## src/rtl/ifetch.sv

```systemverilog
// Klaw fetch stage: owns the fetch PC, runs a single-outstanding request
// handshake to instruction memory and buffers returned words for decode.
module ifetch #(
    parameter int              XLEN       = 32,
    parameter logic [XLEN-1:0] RESET_PC   = '0,
    parameter int              FIFO_DEPTH = 2
) (
    input  logic            clk,
    input  logic            reset_n,
    output logic            imem_req_o,
    output logic [XLEN-1:0] imem_adr_o,
    input  logic            imem_gnt_i,
    input  logic            imem_rvalid_i,
    input  logic [XLEN-1:0] imem_rdata_i,
    input  logic            flush_v_q_i,
    input  logic [XLEN-1:0] flush_pc_q_i,
    input  logic            stall_i,
    output logic            instr_v_q_o,
    output logic [XLEN-1:0] instr_q_o,
    output logic [XLEN-1:0] pc0_q_o
);

    localparam int PW = $clog2(FIFO_DEPTH);
    localparam int CW = PW + 1;

    typedef enum logic [1:0] {
        S_IDLE,
        S_REQ,
        S_WAIT
    } state_e;

    state_e          state_q;
    logic [XLEN-1:0] adr_q;
    logic [XLEN-1:0] fetch_pc_q;
    logic            stale_q;
    logic [XLEN-1:0] fifo_ins_q [FIFO_DEPTH];
    logic [XLEN-1:0] fifo_pc_q  [FIFO_DEPTH];
    logic [PW-1:0]   rd_q;
    logic [PW-1:0]   wr_q;
    logic [CW-1:0]   cnt_q;
    logic [CW-1:0]   cnt_d;

    logic            instr_v;
    logic            push;
    logic            pop;
    logic [XLEN-1:0] flush_pc;

    always_comb begin
        flush_pc = flush_pc_q_i & ~XLEN'(3);
        instr_v  = (cnt_q != '0) && !flush_v_q_i;
        pop      = instr_v && !stall_i;
        // A response that lands on a flush cycle belongs to the old path.
        push     = (state_q == S_WAIT) && imem_rvalid_i
                   && !stale_q && !flush_v_q_i;
        cnt_d    = cnt_q;
        if (flush_v_q_i) begin
            cnt_d = '0;
        end else begin
            cnt_d = cnt_q + CW'(push) - CW'(pop);
        end
    end

    assign imem_req_o  = (state_q == S_REQ);
    assign imem_adr_o  = adr_q;
    assign instr_v_q_o = instr_v;
    assign instr_q_o   = fifo_ins_q[rd_q];
    assign pc0_q_o     = fifo_pc_q[rd_q];

    always_ff @(posedge clk) begin
        if (!reset_n) begin
            state_q    <= S_IDLE;
            adr_q      <= '0;
            fetch_pc_q <= RESET_PC;
            stale_q    <= 1'b0;
            rd_q       <= '0;
            wr_q       <= '0;
            cnt_q      <= '0;
            for (int i = 0; i < FIFO_DEPTH; i++) begin
                fifo_ins_q[i] <= '0;
                fifo_pc_q[i]  <= '0;
            end
        end else begin
            cnt_q <= cnt_d;
            if (flush_v_q_i) begin
                rd_q       <= '0;
                wr_q       <= '0;
                fetch_pc_q <= flush_pc;
            end else begin
                if (pop) begin
                    rd_q <= rd_q + 1'b1;
                end
                if (push) begin
                    fifo_ins_q[wr_q] <= imem_rdata_i;
                    fifo_pc_q[wr_q]  <= adr_q;
                    wr_q             <= wr_q + 1'b1;
                end
            end
            unique case (state_q)
                S_IDLE: begin
                    if (cnt_d < CW'(FIFO_DEPTH)) begin
                        state_q <= S_REQ;
                        adr_q   <= flush_v_q_i ? flush_pc : fetch_pc_q;
                    end
                end
                S_REQ: begin
                    if (flush_v_q_i) begin
                        stale_q <= 1'b1;
                    end
                    if (imem_gnt_i) begin
                        state_q <= S_WAIT;
                        // A flushed request must not advance the redirected PC.
                        if (!stale_q && !flush_v_q_i) begin
                            fetch_pc_q <= adr_q + XLEN'(4);
                        end
                    end
                end
                S_WAIT: begin
                    if (imem_rvalid_i) begin
                        state_q <= S_IDLE;
                        stale_q <= 1'b0;
                    end else if (flush_v_q_i) begin
                        stale_q <= 1'b1;
                    end
                end
                default: begin
                    state_q <= S_IDLE;
                end
            endcase
        end
    end

endmodule

```

## config.mk

```make
export PLATFORM = sky130hd
export DESIGN_NAME = ifetch
export DESIGN_NICKNAME = d
export VERILOG_FILES = /design/src/rtl/ifetch.sv
export SDC_FILE = /design/constraint.sdc
export NUM_CORES = 1
export LEC_CHECK = 0
export CORE_MARGIN = 3
export CORE_UTILIZATION = 48
export DETAILED_ROUTE_END_ITERATION = 10
export GPL_TIMING_DRIVEN = 0
export PLACE_DENSITY = 0.77
export SLEW_MARGIN = 20
export SYNTH_ARGS = -nofsm -noshare
export SYNTH_HDL_FRONTEND = slang
export SYNTH_SLANG_ARGS = --single-unit
```

## constraint.sdc

```tcl
create_clock -name clk -period 9.4 [get_ports clk]
set_clock_uncertainty 0.1 [all_clocks]
set_input_delay 2.82 -clock clk [delete_from_list [all_inputs] [get_ports clk]]
set_output_delay 2.82 -clock clk [all_outputs]
set_load 0.005 [all_outputs]
```

# == Word-level counts from Yosys, hierarchy flattened ==
# Memory sizes are Yosys's and may differ from the RTL's. A register that Yosys moved wholly into a read port is not among the register bits.
# Index checks and enable logic that the tools add are counted.
# op_classes
addsub,5
order_cmp,1
n_eq_ne,5
n_mux,27
bitwise_logic,1
n_reduce_logical,17
# ops
cell,count
$mux 32,6
$reduce_or 32->1,2
$add 32x3->32 const B,1
$mux 1,15
$mux 2,4
$logic_and 1x1->1,6
$pmux 2 s3,1
$ne 2x2->1 const B,2
$reduce_bool 2->1,2
$logic_not 1->1,3
$reduce_and 3->1,1
$add 1x1->1 const B,2
$add 2x1->2,1
$eq 2x1->1 const B,1
$eq 2x2->1 const B,1
$logic_not 2->1,1
$lt 2x2->1 const B,1
$ne 2x1->1 const B,1
$pmux 1 s2,1
$reduce_and 2->1,1
$reduce_or 2->1,1
$sub 2x1->2,1
$not 1->1,1
# word_totals
reg_bits,71
ramBits,128
word_cells,65
mem_count,2
# memory_table
name,words,width,rd,rd_clocked_by_memory_dff,write_ports,line,text
fifo_ins_q,2,32,1,1,2,36,logic [XLEN-1:0] fifo_ins_q [FIFO_DEPTH];
fifo_pc_q,2,32,1,1,2,37,logic [XLEN-1:0] fifo_pc_q [FIFO_DEPTH];

# == Longest topological paths before layout ==
# Gate-level depths: netlist (run 1).
# depth
ltp_word,10
mapped_depth,14
mapped_depth_nobuf,12

# == Least setup slack after synthesis (run 1) ==
# Ideal clock, no wire load.
# synth_timing
kind,input to register
from,input imem_rvalid_i
to,memory fifo_ins_q[0][0] (enable)
setup_ps,574
t_arrival_ps,7683
t_required_ps,8726
path_slack_ps,1042
path_stages,4
path_buffers,0
cell_sequence,nand2_1 -> nor3_2 -> inv_1 -> o21ai_0
# synth_lines
item,line,text
start: declaration,13,"input logic imem_rvalid_i,"
end: declaration,36,

# == Final worst setup path (run 1) ==
# layout_timing
from,input flush_v_q_i
to,output instr_v_q_o
# layout_via
elab_chain_len,2
# layout_rtl
item,line,text
start: declaration,15,"input logic flush_v_q_i,"
$logic_not 1->1,50,instr_v = (cnt_q != '0) && !flush_v_q_i;
$logic_and 1x1->1,50,
end: declaration,18,"output logic instr_v_q_o,"
# No other way between the ends.

==> results of run 1 <==
## registers in the layout (all words and copies together), names as in the netlist, 2 cells and up, named ones only
register / flops
imem_adr_o: 32
cnt_q: 2
fifo_ins_q: 64
fetch_pc_q: 32
state_q: 2
fifo_pc_q: 64
## synth_stat cells, drive strengths merged, types with 3 or more instances
library cell / number / area (um^2)
edfxtp: 128 / 3840
and2: 127 / 797
dfxtp: 72 / 1440
mux2: 69 / 777
nand2: 61 / 229
nor2: 38 / 143
clkbuf: 35 / 171
a211oi: 31 / 233
mux2i: 26 / 260
buf: 24 / 158
nand3: 18 / 108
o21ai: 16 / 80.1
nor3: 14 / 75.1
a21oi: 11 / 55.1
inv: 10 / 37.5
nand4: 9 / 62.6
xnor2: 9 / 78.8
a31oi: 8 / 50.1
and3: 7 / 46.3
ha: 7 / 87.6
o31ai: 7 / 52.6
or4: 7 / 52.6
and4: 5 / 52.6
nor4: 5 / 31.3
xor2: 5 / 43.8
a21boi: 3 / 22.5
o21a: 3 / 22.5
o311a: 3 / 30.0
o31a: 3 / 26.3
## layout by cell type (no fill, tap or decap), types with 8 or more instances in the layout
| master | count |
|---|---|
| nor3_1 | 13 |
| mux2i_1 | 26 |
| a21oi_1 | 11 |
| and2_1 | 125 |
| nand2_1 | 60 |
| nand4_1 | 8 |
| mux2_2 | 69 |
| clkdlybuf4s50_1 | 165 |
| a31oi_1 | 8 |
| edfxtp_1 | 128 |
| buf_2 | 12 |
| o21ai_0 | 15 |
| nand3_1 | 16 |
| xnor2_1 | 9 |
| clkbuf_16 | 17 |
| a211oi_1 | 31 |
| dfxtp_1 | 72 |
| clkbuf_1 | 35 |
| nor2_1 | 38 |
| inv_1 | 10 |
## critical path: stages
cell and delay [ns]:
clkdlybuf4s50_1 0.51, buf_2 0.28, buf_2 0.37, nor2_1 0.11, clkdlybuf4s50_1 0.46
## worst max path at each step
stage | cells after the start | to | from
after global routing | 5 | instr_v_q_o | flush_v_q_i
after CTS | 5 | instr_v_q_o | flush_v_q_i
after global placement | 5 | fifo_ins_q[0][14]$_SDFFCE_PN0P_ | imem_rvalid_i
final | 5 | instr_v_q_o | flush_v_q_i
after floorplan | 4 | fifo_ins_q[0][0]$_SDFFCE_PN0P_ | imem_rvalid_i
after detailed placement | 5 | instr_v_q_o | flush_v_q_i
## routing by layer
layer,vias up,share of wire,global-route usage,wire (um)
met1,3211,0.42,0.281,9440
met3,24,0.061,0.0354,1390
met2,245,0.51,0.375,11500
li1,3148,-,-,-
met4,0,0.012,0.0697,281
met5,-,0,0,0
## layout make-up
type | instances | area [um^2] | share of cell area
timing repair buffer | 169 | 1760 | 0.149
buffer | 59 | 329 | 0.0278
multi-input combinational | 504 | 3560 | 0.300
tap | 229 | 287 | 0.0242
inverter | 10 | 37.5 | 0.00317
sequential | 200 | 5290 | 0.446
clock buffer | 23 | 468 | 0.0395
clock inverter | 9 | 116 | 0.00983
## cell families (layout without fill, tap and decap cells)
family / Yosys count / count (layout) / synth area share
AOI/OAI and AO/OA: 89 / 89 / 0.0663
and+or+nand+nor: 298 / 298 / 0.181
muxes: 95 / 95 / 0.113
adders and majority gates: 7 / 7 / 0.00953
buffers and inverters: 69 / 270 / 0.0399
xor gates and xnor gates: 15 / 15 / 0.0159
DFF: 200 / 200 / 0.575
## metrics by stage
step | total power, W | hold slack, ns | util | cell area [um^2] | TNS (ns)
after global placement | 0.00137 | 0.369 | 0.605 | 11100 | -160.64
after floorplan | 0.00121 | 0.355 | - | 9190 | 0
final | 0.00209 | 0.384 | 0.644 | 11800 | 0
after detailed placement | 0.00138 | 0.375 | 0.612 | 11300 | 0
after CTS | 0.00209 | 0.386 | 0.644 | 11800 | 0
after global routing | 0.00217 | 0.401 | 0.644 | 11800 | 0
## power breakdown
group	switching (W)	internal (W)	leakage, nW	total (W)
logic	0.000150	0.000165	2.28	0.000314
registers	0.0000561	0.000991	1.91	0.00105
clock network	0.000320	0.000409	0.276	0.000729
total	0.000526	0.00156	4.47	0.00209
==> results.tsv, run 1 <==
metric	value	unit
drtAntennaViolNets	0	
max_slew_margin	0.438	
min_from	state_q[0]$_SDFFE_PN0P_	
drt-pass1-iter-count	5	
worstSetupPathType	in -> out	
ctsResizeCount	0	
wl_per_cell	18.8	um
setup_violations	0	
synth_edf_count	128	
syn_inst	773	
htree_levels	4	
root_buffer	clkbuf_16	
die-width	144	um
place.port_buffers	165	
start_util	0.500	
reg2reg_to	imem_adr_o[11]$_SDFFE_PN0P_	
finalCriticalPeriod	7.48	ns
critPathCaptureType	output pin	
yosysSeqAreaShare	0.575	
die-area	20800	um^2
hold_depth	2	
status	finished, final reports clean	
worstReg2RegStart	state_q[0]$_SDFFE_PN0P_	
numCtsBuffers	17	
hold_path.class	reg -> reg	
die_h	144	um
drcViolationCount	0	
hpwl	16.3	mm
place_worst_setup_slack	1.93	ns
grt_use_total	0.218	
rsz0062_at_grt	no	
io_pins	168	
drv_slew	0	
start_kind	input pin	
cts_setup_buffers	0	
via_count	6628	
path_clk_slew	0.07	ns
place_congestion	0.839	
syn_to_final_growth	28.8	%
ys_seq_elements	200	
nFillCells	1453	
fin_nets	1038	
wirelength	22.7	mm
synth.cell_area	9190	um^2
n_antenna_cell	0	
grt_first_pass_wirelength	35.0	mm
via_per_inst	5.51	
timing.final.crit_share	0.796	
power_leakage	4.47	nW
max_cap_viol_count	0	
dp_cells	1171	
grt_pass1_vias	6625	
tightest_slew	0.840	ns
ys.flop_type	edfxtp_1	
final_cells	1203	
cp.required	6.48	ns
ir_drop	0.134	mV
cp_max_fo	10	
overflow	0	
hold_violations	0	
placementRows	49	
max_freq	134	MHz
synthArstFlopShare	0	
cts_tree	yes	
grt_antenna_before_repair	0	
yosys_warnings	0	
synth_nets	850	
arrival	4.56	ns
r2r_setup_slack	6.25	ns
timing.final.ws_setup	1.92	ns
drive_gt1_frac	0.146	
hold_buffers	0	
core	18400	um^2
clock_latency	0.43	ns
worstHoldEndpoint	state_q[0]$_SDFFE_PN0P_	
rr_worst_depth	14	
grt_max_degree	48	
initialDrtViolationCount	402	
power_density	176	nW/um^2
clockBufferDepth	2	
synth_cell_types	52	
synth.avg_cell_area	11.9	um^2
clock_sinks	200	
No activity file was read; power rests on OpenSTA's default activity.
==> inputs of run 2 (changes only) <==
clock period = 7.7 ns   (was 9.4 ns; I/O delays follow)
==> run 2 against run 1 <==
  * Routed wire length shrank 0.23%
  * Non-clock buffer count is the same
  * Register-to-register slack lost 1.7 ns
  * Die area is the same
  * Via count grew 0.39%
  * Sequential share of layout area shrank 0.13 points
  * Highest routed layer unchanged
  * Utilization grew 0.19 points
  * Largest power group unchanged
  * Cell count is the same
==> results.tsv, run 2 (synthesis results as in run 1) <==
metric	value	unit	change
cp_max_fo	10		unchanged
status	finished, final reports clean		
max_freq	154	MHz	
cp.required	5.29	ns	-1.19 ns
timing.final.crit_share	0.843		
worstHoldEndpoint	state_q[0]$_SDFFE_PN0P_		
finalPower	0.00261	W	+25%
crit_buf_inv	4		unchanged
clockBufferDepth	2		unchanged
fin_util	0.646		+0.00190
drt-pass1-iter-count	5		unchanged
hold_violations	0		unchanged
max_cap_viol_count	0		unchanged
hold_buffers	0		unchanged
via_per_inst	5.53		+0.39%
reg_top3	fifo_ins_q x64, fifo_pc_q x64		
grt_first_pass_wirelength	35.1	mm	+0.36%
drive_gt1_frac	0.146		unchanged
die-width	144	um	unchanged
max_slew_margin	0.477		+0.0394
root_buffer	clkbuf_16		
overflow	0		unchanged
worstReg2RegStart	state_q[0]$_SDFFE_PN0P_		
slowest_delay	0.52	ns	about the same
finalCriticalPeriod	6.49	ns	
wl_per_cell	18.8	um	-0.23%
initialDrtViolationCount	483		+20%
crit_slowest_cell	clkdlybuf4s50_1		
min_from	state_q[0]$_SDFFE_PN0P_		
layout_commonest_cell	clkdlybuf4s50_1		
p_comb_frac	0.147		-0.003
cts_tree	yes		
final_cell_mix	clkdlybuf4s50_1, edfxtp_1, and2_1		
worstSetupPathType	in -> out		
power_density	220	nW/um^2	+24%
drtAntennaViolNets	0		unchanged
start_kind	input pin		
p_switching	0.000644	W	+22%
n_antenna_cell	0		unchanged
fin_nets	1038		unchanged
grt_use_total	0.219		+0.000924
htree_levels	4		unchanged
tightest_slew	0.781	ns	-0.0588 ns
drcViolationCount	0		unchanged
rsz0062_at_grt	no		
place.port_buffers	165		unchanged
io_pins	168		unchanged
drv_slew	0		unchanged
hold_depth	2		unchanged
path_clk_slew	0.07	ns	about the same
hold_path.class	reg -> reg		
syn_to_final_growth	29.2	%	
cts_setup_buffers	0		unchanged
p_int	0.00196	W	+26%
seq_power_share	0.490		-0.011
rr_worst_depth	14		unchanged
grt_antenna_before_repair	0		unchanged
r2r_setup_slack	4.56	ns	-1.69 ns
numCtsBuffers	17		unchanged
clock_latency	0.43	ns	about the same
core	18400	um^2	unchanged
setup_violations	0		unchanged
hpwl	16.1	mm	-1.3%
ir_drop	0.172	mV	+28%
grt_max_degree	45		-6.3%
ctsResizeCount	0		unchanged
wirelength	22.6	mm	-0.23%
cp_cell_sequence	clkdlybuf4s50_1 > buf_2 > buf_2 > nor2_1 > clkdlybuf4s50_1		
power_leakage	4.50	nW	+0.63%
reg2reg_to	imem_adr_o[4]$_SDFFE_PN0P_		
critPathCaptureType	output pin		
critical-path-top-delay-family	buffers and inverters		
switching_share	0.247		-0.00460
placementRows	49		unchanged
grt_pass1_vias	6749		+1.9%
clockPowerShare	0.364		+0.015
place_congestion	0.870		+3.6%
die-area	20800	um^2	unchanged
start_util	0.500		unchanged
via_count	6654		+0.39%
die_h	144	um	unchanged
arrival	4.08	ns	-0.48 ns
clock_sinks	200		unchanged
[run 2: through the flow]
step                      hold WS (ns)  setup slack (ns)  std cells  TNS, ns  cell area (um^2)
after floorplan                  0.355              1.58        773        0              9190
after global placement           0.372            -0.948       1167   -60.07             11100
after detailed placement         0.380              1.25       1171        0             11300
after CTS                        0.390              1.23       1203        0             11900
after global routing             0.401              1.14       1203        0             11900
final                            0.386              1.21       1203        0             11900
[run 2: area by class of cell]
cell class / count / area [um^2]
plain buffers: 59 / 329
inverters: 10 / 37.5
clock inverters: 12 / 173
clock buffers: 20 / 447
fillers: 1431 / 6520
flip-flops and latches: 200 / 5290
well taps: 229 / 287
repair buffers: 169 / 1760
multi-input cells: 504 / 3560
[run 2: worst min-delay path, stage by stage, from the launching register on]
cell,delay [ns]
dfxtp_1,0.32
nand2_1,0.06
mux2i_1,0.06
[run 2: power by group through the flow]
stage	sequential [W]	clock [W]	combinational, W
global route	0.00129	0.00100	0.000417
CTS	0.00128	0.000958	0.000384
detailed placement	0.00130	0	0.000381
floorplan	0.00128	0	0.000192
global placement	0.00130	0	0.000368
finish	0.00128	0.000948	0.000383
[run 2: routing by layer]
metal | global-route usage | share of wire
met1 | 0.280 | 0.43
met2 | 0.377 | 0.50
met3 | 0.0384 | 0.056
met4 | 0.0712 | 0.020
met5 | 0 | 0
[run 2: how the worst max path moves through the flow]
| stage | start | end | slack (ns) | cells after the start |
|---|---|---|---|---|
| after floorplan | imem_rvalid_i | fifo_ins_q[0][0]$_SDFFCE_PN0P_ | 1.58 | 4 |
| after global placement | imem_rvalid_i | fifo_ins_q[0][15]$_SDFFCE_PN0P_ | -0.95 | 5 |
| after detailed placement | flush_v_q_i | instr_v_q_o | 1.25 | 5 |
| after CTS | flush_v_q_i | instr_v_q_o | 1.23 | 5 |
| after global routing | flush_v_q_i | instr_v_q_o | 1.14 | 5 |
| final | flush_v_q_i | instr_v_q_o | 1.21 | 5 |
